## config.mk

```make
export PLATFORM = sky130hd
export DESIGN_NAME = store_rmw_sequencer
export DESIGN_NICKNAME = d
export VERILOG_FILES = /design/src/rtl/store_rmw_sequencer_pkg.sv /design/src/rtl/store_rmw_sequencer_merge.sv /design/src/rtl/store_rmw_sequencer.sv
export SDC_FILE = /design/constraint.sdc
export NUM_CORES = 1
export LEC_CHECK = 0
export ABC_CLOCK_PERIOD_IN_PS = 3660
export BUFFER_PORTS_ARGS = -buffer_cell sky130_fd_sc_hd__buf_4
export CAP_MARGIN = 20
export CORE_ASPECT_RATIO = 1.5
export CORE_MARGIN = 2
export CORE_UTILIZATION = 42
export CTS_CLUSTER_SIZE = 16
export DETAILED_ROUTE_END_ITERATION = 16
export PLACE_DENSITY_LB_ADDON = 0.15
export SYNTH_ARGS = -nofsm -noshare
export SYNTH_HDL_FRONTEND = slang
export SYNTH_SLANG_ARGS = --single-unit
```

## constraint.sdc

```tcl
create_clock -name clk -period 3.66 [get_ports clk]
set_input_delay 0.732 -clock clk [delete_from_list [all_inputs] [get_ports clk]]
set_output_delay 0.732 -clock clk [all_outputs]
set_load 0.01 [all_outputs]
```

## src/rtl/store_rmw_sequencer_pkg.sv

```systemverilog
// Shared state encoding and store-size codes for the store read-modify-write sequencer.
package store_rmw_sequencer_pkg;

    typedef enum logic [2:0] {
        ST_IDLE  = 3'd0,
        ST_READ  = 3'd1,
        ST_WAIT  = 3'd2,
        ST_WRITE = 3'd3,
        ST_DONE  = 3'd4
    } state_t;

    localparam logic [1:0] SS_W = 2'b00;
    localparam logic [1:0] SS_H = 2'b01;

    // Byte stores are any code with bit 1 set (10 and 11 alike).
    function automatic logic is_sb(input logic [1:0] op);
        return op[1];
    endfunction

endpackage

```

## src/rtl/store_rmw_sequencer_merge.sv

```systemverilog
// Word-aligned store merge: sw passes B through, sh/sb replace only the low lane(s) of the MDR word.
// Purely combinational; address low bits never steer lane selection.
module store_merge
    import store_rmw_sequencer_pkg::*;
#(
    parameter int DATA_W = 32
) (
    input  logic [1:0]        op,
    input  logic [DATA_W-1:0] b_q,
    input  logic [DATA_W-1:0] mdr_q,
    output logic [DATA_W-1:0] mem_wdata
);

    always_comb begin
        mem_wdata = b_q;
        if (is_sb(op)) begin
            mem_wdata = {mdr_q[DATA_W-1:8], b_q[7:0]};
        end else if (op == SS_H) begin
            mem_wdata = {mdr_q[DATA_W-1:16], b_q[15:0]};
        end
    end

endmodule

```

## src/rtl/store_rmw_sequencer.sv

```systemverilog
// Multicycle store sequencer: direct write for sw, read-merge-write for sh/sb, one-cycle done pulse.
// Outputs other than mem_wdata are registered; mem_wdata is combinational from captured registers only.
module store_rmw_sequencer
    import store_rmw_sequencer_pkg::*;
#(
    parameter int DATA_W = 32
) (
    input  logic              clk,
    input  logic              reset,
    input  logic              start,
    input  logic [1:0]        ss_op,
    input  logic [DATA_W-1:0] addr,
    input  logic [DATA_W-1:0] b_data,
    input  logic [DATA_W-1:0] mem_rdata,
    output logic [DATA_W-1:0] mem_addr,
    output logic              mem_wr,
    output logic [DATA_W-1:0] mem_wdata,
    output logic [DATA_W-1:0] mdr_q,
    output logic              busy,
    output logic              done
);

    state_t            state;
    logic [DATA_W-1:0] addr_q;
    logic [DATA_W-1:0] b_q;
    logic [1:0]        op_q;

    assign mem_addr = addr_q;

    store_merge #(.DATA_W(DATA_W)) u_merge (
        .op        (op_q),
        .b_q       (b_q),
        .mdr_q     (mdr_q),
        .mem_wdata (mem_wdata)
    );

    // Strobes are set on the transition into their state so they are pure flop outputs.
    always_ff @(posedge clk or posedge reset) begin
        if (reset) begin
            state  <= ST_IDLE;
            addr_q <= '0;
            b_q    <= '0;
            op_q   <= SS_W;
            mdr_q  <= '0;
            mem_wr <= 1'b0;
            busy   <= 1'b0;
            done   <= 1'b0;
        end else begin
            case (state)
                ST_IDLE: begin
                    done <= 1'b0;
                    if (start) begin
                        addr_q <= addr;
                        b_q    <= b_data;
                        op_q   <= ss_op;
                        busy   <= 1'b1;
                        if (ss_op == SS_W) begin
                            state  <= ST_WRITE;
                            mem_wr <= 1'b1;
                        end else begin
                            state <= ST_READ;
                        end
                    end
                end
                ST_READ: begin
                    state <= ST_WAIT;
                end
                ST_WAIT: begin
                    mdr_q  <= mem_rdata;
                    mem_wr <= 1'b1;
                    state  <= ST_WRITE;
                end
                ST_WRITE: begin
                    mem_wr <= 1'b0;
                    busy   <= 1'b0;
                    done   <= 1'b1;
                    state  <= ST_DONE;
                end
                ST_DONE: begin
                    done  <= 1'b0;
                    state <= ST_IDLE;
                end
                default: begin
                    mem_wr <= 1'b0;
                    busy   <= 1'b0;
                    done   <= 1'b0;
                    state  <= ST_IDLE;
                end
            endcase
        end
    end

endmodule

```

==> flow_summary.ini, run 1 <==
[detailed_routing]
wl_um = 9449
drt_pass1_iterations = 5
drtIter0Drc = 35
viasPerCell = 4.957
drt-wirelength-per-cell_um = 16.21
drc = 0
antenna_left = 0
vias = 2890

[min_path]
hp-start = b_q[24]
holdPathEnd = b_q[24]
hold_depth = 1
hold_path.class = register to register

[placed_design]
dp.cells = 569
portBuffers = 199
gp_congestion = 0.7507
dp_hpwl_um = 7112

[finish]
area_growth_pct = 42.76
num-nets-final = 564
final_cells = 583
multi_input_area_sq_um = 1515
regArea_sq_um = 2603
final_util_pct = 60.97
n_antenna_cell = 0
n_fill_cell = 837
drive_gt1_share_pct = 64.59

[worst_setup_path]
worst_r2r_endpoint = mdr_q[15]
cp.arrival_ps = 1800
worst_r2r_startpoint = state[1]
r2r_setup_slack_ps = 1640
critPathKind = register to output pin
cp-end-kind = output pin
worst-path-max-fanout = 16
critPathLaunchType = register
required_ps = 2930
reg2reg_depth = 3

[die]
io-pin-count = 200
start_util_pct = 42.71
die_h_um = 128.0
rows = 45
die_x_um = 86.66
dieArea_sq_um = 11090
coreArea_sq_um = 10080

[logic_synthesis]
synth.most_common_cell = dfrtp_1
synth_cell_type_count = 21
syn_avg_cell_area_sq_um = 15.88
synth_area_leaders = dfrtp_1, mux2_2, mux2_1
yosys_register_bits = 104
yosys.area.top_type_share_pct = 60.47
synthFlopType = dfrtp_1
synth_enable_flop_cells = 0
syn_inst = 271
synth_top_area_cell = dfrtp_1
ys_seq_area_share_pct = 60.47
synth.yosys.warnings = 0
netlist_area_sq_um = 4304
synth_commonest_cells = dfrtp_1, mux2_2, mux2_1
synthArstFlopShare_pct = 100.0
synth_fp_nets = 372

[clocking]
clkSinkCount = 104
cts.path.max_buffers = 2
cts_hold_buf = 0
clockRootBuffer = clkbuf_16
cts_tree = built
postCtsSetupBuffers = 0
insertion_delay_ps = 330
ctsHtreeMaxLevel = 3
cts_resized = 0
cts_made_buffers = 9
clkSlewWorstSetupHoldPaths_ps = 60

[power_and_ir_drop]
power.density_nw_per_um2 = 954.5
ir_drop_v = 0.0004511
leakagePower_nw = 2.904
finalPower_mw = 5.865

[status]
status = completed

[timing]
whs_ps = 487.8
slew_viol_final = 0
hold_violations = 0
timing.final.crit_period_ps = 2534
tightest_slew_ps = 762.6
setup_violations = 0
tns_ps = 0
relSlewSlack_pct = 49.11
grt_setup_unrepaired = no
finalCritPeriodShare_pct = 69.23
finClkSkew_ps = 5.214
fmax_mhz = 394.6

[job]
cap_violations = 0

[global_routing]
antenna_found_initial = 0
grt_max_degree = 57
gr-total-overflow = 0
grt_pass1_vias = 3028
grt_first_pass_wirelength_um = 14630
grt_usage_pct = 17.09
==> cells by family after synthesis <==
family	synth area share (%)
and+or+nand+nor	1.919
DFF	60.47
AOI/OAI and AO/OA	1.366
muxes	31.92
buffers and inverters	4.331
==> metrics by stage <==
step	cell area (sq um)	setup WS [ps]
floorplan	4304	195.8
global placement	5834	1480
detailed placement	5834	1451
CTS	6145	1071
global route	6145	1022
finish	6145	1126
==> per-layer routing <==
layer	wire length [um]	part of all wire (%)	vias up	global-route usage, %
li1	-	-	1329	-
met1	3563	38	1430	19.70
met2	5036	53	114	29.14
met3	605	6.4	17	3.670
met4	244	2.6	0	9.375
met5	0	0	-	0
==> worst max-delay path by stage <==
stage | startpoint | to | depth (start not counted)
floorplan | reset | b_q[0] | 1
detailed placement | op_q[1] | mem_wdata[19] | 4
global placement | op_q[1] | mem_wdata[31] | 4
CTS | op_q[1] | mem_wdata[19] | 4
global route | op_q[1] | mem_wdata[22] | 4
finish | op_q[1] | mem_wdata[19] | 4
==> placed cells by master (no fill, tap or decap), types with 2 or more instances in the layout <==
master	n
a211oi_1	2
a21oi_1	3
buf_12	2
buf_4	202
bufinv_16	2
clkbuf_16	9
dfrtp_1	104
inv_1	2
mux2_1	42
mux2_2	80
nand2_1	2
nor2_1	2
o31ai_1	2
==> sequential cells by signal, indices dropped and copies added, names as in the netlist <==
register,count
busy,1
mem_addr,32
done,1
state,3
b_q,32
op_q,2
mdr_q,32
mem_wr,1
==> report_power, final <==
group	internal [mW]	total (mW)	leakage, nW	switching [mW]
Sequential	1.75	2.15	1.23	0.397
Clock	0.611	0.999	0.148	0.388
Combinational	1.65	2.72	1.53	1.07
Total	4.01	5.86	2.90	1.86
==> worst max-delay path: stages, from the launching register on <==
cell     delay (ps)
dfrtp_1         530
nor2_2          150
buf_4           270
mux2_2          370
buf_4           140
==> layout make-up <==
type	instances	area share, %
tap	117	2.382
inverter	3	0.2240
clock inverter	3	1.100
multi-input combinational	141	24.66
clock buffer	11	3.950
sequential	104	42.35
timing repair buffer	204	25.33
No activity file was read; power rests on OpenSTA's default activity.
==> run 2, diff against run 1 <==
--- a/config.mk
+++ b/config.mk
@@ -5,12 +5,12 @@
 export SDC_FILE = /design/constraint.sdc
 export NUM_CORES = 1
 export LEC_CHECK = 0
-export ABC_CLOCK_PERIOD_IN_PS = 3660
+export ABC_CLOCK_PERIOD_IN_PS = 2550
 export BUFFER_PORTS_ARGS = -buffer_cell sky130_fd_sc_hd__buf_4
 export CAP_MARGIN = 20
 export CORE_ASPECT_RATIO = 1.5
 export CORE_MARGIN = 2
-export CORE_UTILIZATION = 42
+export CORE_UTILIZATION = 47
 export CTS_CLUSTER_SIZE = 16
 export DETAILED_ROUTE_END_ITERATION = 16
 export PLACE_DENSITY_LB_ADDON = 0.15
==> constraint.sdc (replaced) <==
create_clock -name clk -period 2.55 [get_ports clk]
set_input_delay 0.51 -clock clk [delete_from_list [all_inputs] [get_ports clk]]
set_output_delay 0.51 -clock clk [all_outputs]
set_load 0.01 [all_outputs]
==> run 2 against run 1 <==
  * Routed wire length is 2.4% higher
  * Register-to-register slack worse by 1000 ps
  * Highest routed layer unchanged
  * Die area is 10% lower
  * Power is 44% higher
  * Largest power group unchanged
  * Sequential cell count stayed put
==> flow_summary.ini, run 2 (synthesis results as in run 1) <==
[clocking]
clkSlewWorstSetupHoldPaths_ps = 60
clkSinkCount = 104
postCtsSetupBuffers = 0
cts.path.max_buffers = 2
ctsHtreeMaxLevel = 3
cts_hold_buf = 0
cts_resized = 0
clockRootBuffer = clkbuf_16
cts_tree = built
cts_made_buffers = 9
insertion_delay_ps = 350

[finish]
final_util_pct = 69.19
final_cell_mix = buf_4, dfrtp_1, mux2_2
final_cell_area_sq_um = 6145
final_common_cell = buf_4
n_antenna_cell = 0
area_growth_pct = 42.76
num-nets-final = 567
drive_gt1_share_pct = 65.18

[global_routing]
gr-total-overflow = 0
grt_first_pass_wirelength_um = 14790
grt_max_degree = 105
grt_pass1_vias = 3025
antenna_found_initial = 0
grt_usage_pct = 20.02

[timing]
grt_setup_unrepaired = no
hold_violations = 0
fmax_mhz = 442.7
relSlewSlack_pct = 63.20
finClkSkew_ps = 6.364
timing.final.crit_period_ps = 2259
fin_ws_ps = 291.2
tns_ps = 0
tightest_slew_ps = 552.1
finalCritPeriodShare_pct = 88.58
whs_ps = 333.3
slew_viol_final = 0
setup_violations = 0

[status]
status = completed

[worst_setup_path]
crit_slowest_cell = dfrtp_1
worst-path-max-fanout = 13
critPathKind = register to output pin
path_cells = nor2_2, buf_4, mux2_2, buf_4
critPathMostFrequentCell = buf_4
critPathLaunchType = register
required_ps = 2040
slowest_delay_ps = 390
cp.arrival_ps = 1750
cp-end-kind = output pin

[placed_design]
portBuffers = 199
pre_cts_ws_ps = 636.4
dp_hpwl_um = 7045
gp_congestion = 0.7152
place_area_sq_um = 5837

[die]
start_util_pct = 48.46
dieArea_sq_um = 9955
die_x_um = 82.14
die_h_um = 121.2
coreArea_sq_um = 8881
rows = 42
io-pin-count = 200

[power_and_ir_drop]
power.density_nw_per_um2 = 1370
ir_drop_v = 0.0009125
leakagePower_nw = 2.911

[job]
cap_violations = 0

[min_path]
hold_path.class = primary input to asynchronous set/reset pin

[detailed_routing]
antenna_left = 0
drc = 0
drt_pass1_iterations = 4
drt-wirelength-per-cell_um = 16.65
vias = 2922
drtIter0Drc = 84
viasPerCell = 5.029
wl_um = 9672
-- run 2: cell count changes in the layout (fill, tap and decap cells not counted) --
| cell | change |
|---|---|
| clkbuf_8 | +1 |
| clkbuf_1 | -1 |
| clkinvlp_4 | +2 |
| inv_4 | -1 |
| buf_4 | +4 |
| bufinv_16 | -1 |
| buf_12 | -1 |
| clkinv_2 | +2 |
-- run 2: metal layers --
metal  GRT usage, %  vias up  wire (um)
li1               -     1337          -
met1          22.28     1436       3543
met2          33.59      129       5032
met3          7.366       20        855
met4          8.750        0        241
met5              0        -          0
-- run 2: final timing paths --
| path | startpoint | to | slack, ps | cells past startpoint |
|---|---|---|---|---|
| max in group asynchronous | reset | op_q[1] | 1800 | 3 |
| min in group clk | addr[9] | mem_addr[9] | 380 | 2 |
| min | reset | b_q[22] | 330 | 3 |
| max | op_q[1] | mem_wdata[29] | 290 | 4 |
| max reg2reg | state[0] | mem_addr[3] | 620 | 3 |
| min reg2reg | b_q[21] | b_q[21] | 480 | 1 |
-- run 2: through the flow --
stage,std cells,power (mW)
global placement,565,6.976
floorplan,271,5.302
finish,581,8.416
global route,581,8.950
CTS,581,8.553
detailed placement,565,7.118
-- run 2: final cells by class --
cell class	count	area, sq um
fill	670	2736
sequential	104	2603
timing repair buffer	207	1567
multi-input combinational	141	1515
clock buffer	11	252.7
tap	110	137.6
clock inverter	5	55.05
inverter	3	15.01
-- run 2: report_power, final --
| group | switching [mW] | total (mW) | internal (mW) |
|---|---|---|---|
| Combinational | 1.59 | 3.96 | 2.37 |
| Clock | 0.585 | 1.40 | 0.811 |
| Sequential | 0.545 | 3.06 | 2.51 |
| Total | 2.72 | 8.42 | 5.69 |
-- run 2: critical path, delay by kind of cell, from the launching register on --
| family | cells | cell delay [ps] |
|---|---|---|
| simple gates | 1 | 220 |
| buf+inv | 2 | 430 |
| flops | 1 | 390 |
| mux | 1 | 380 |
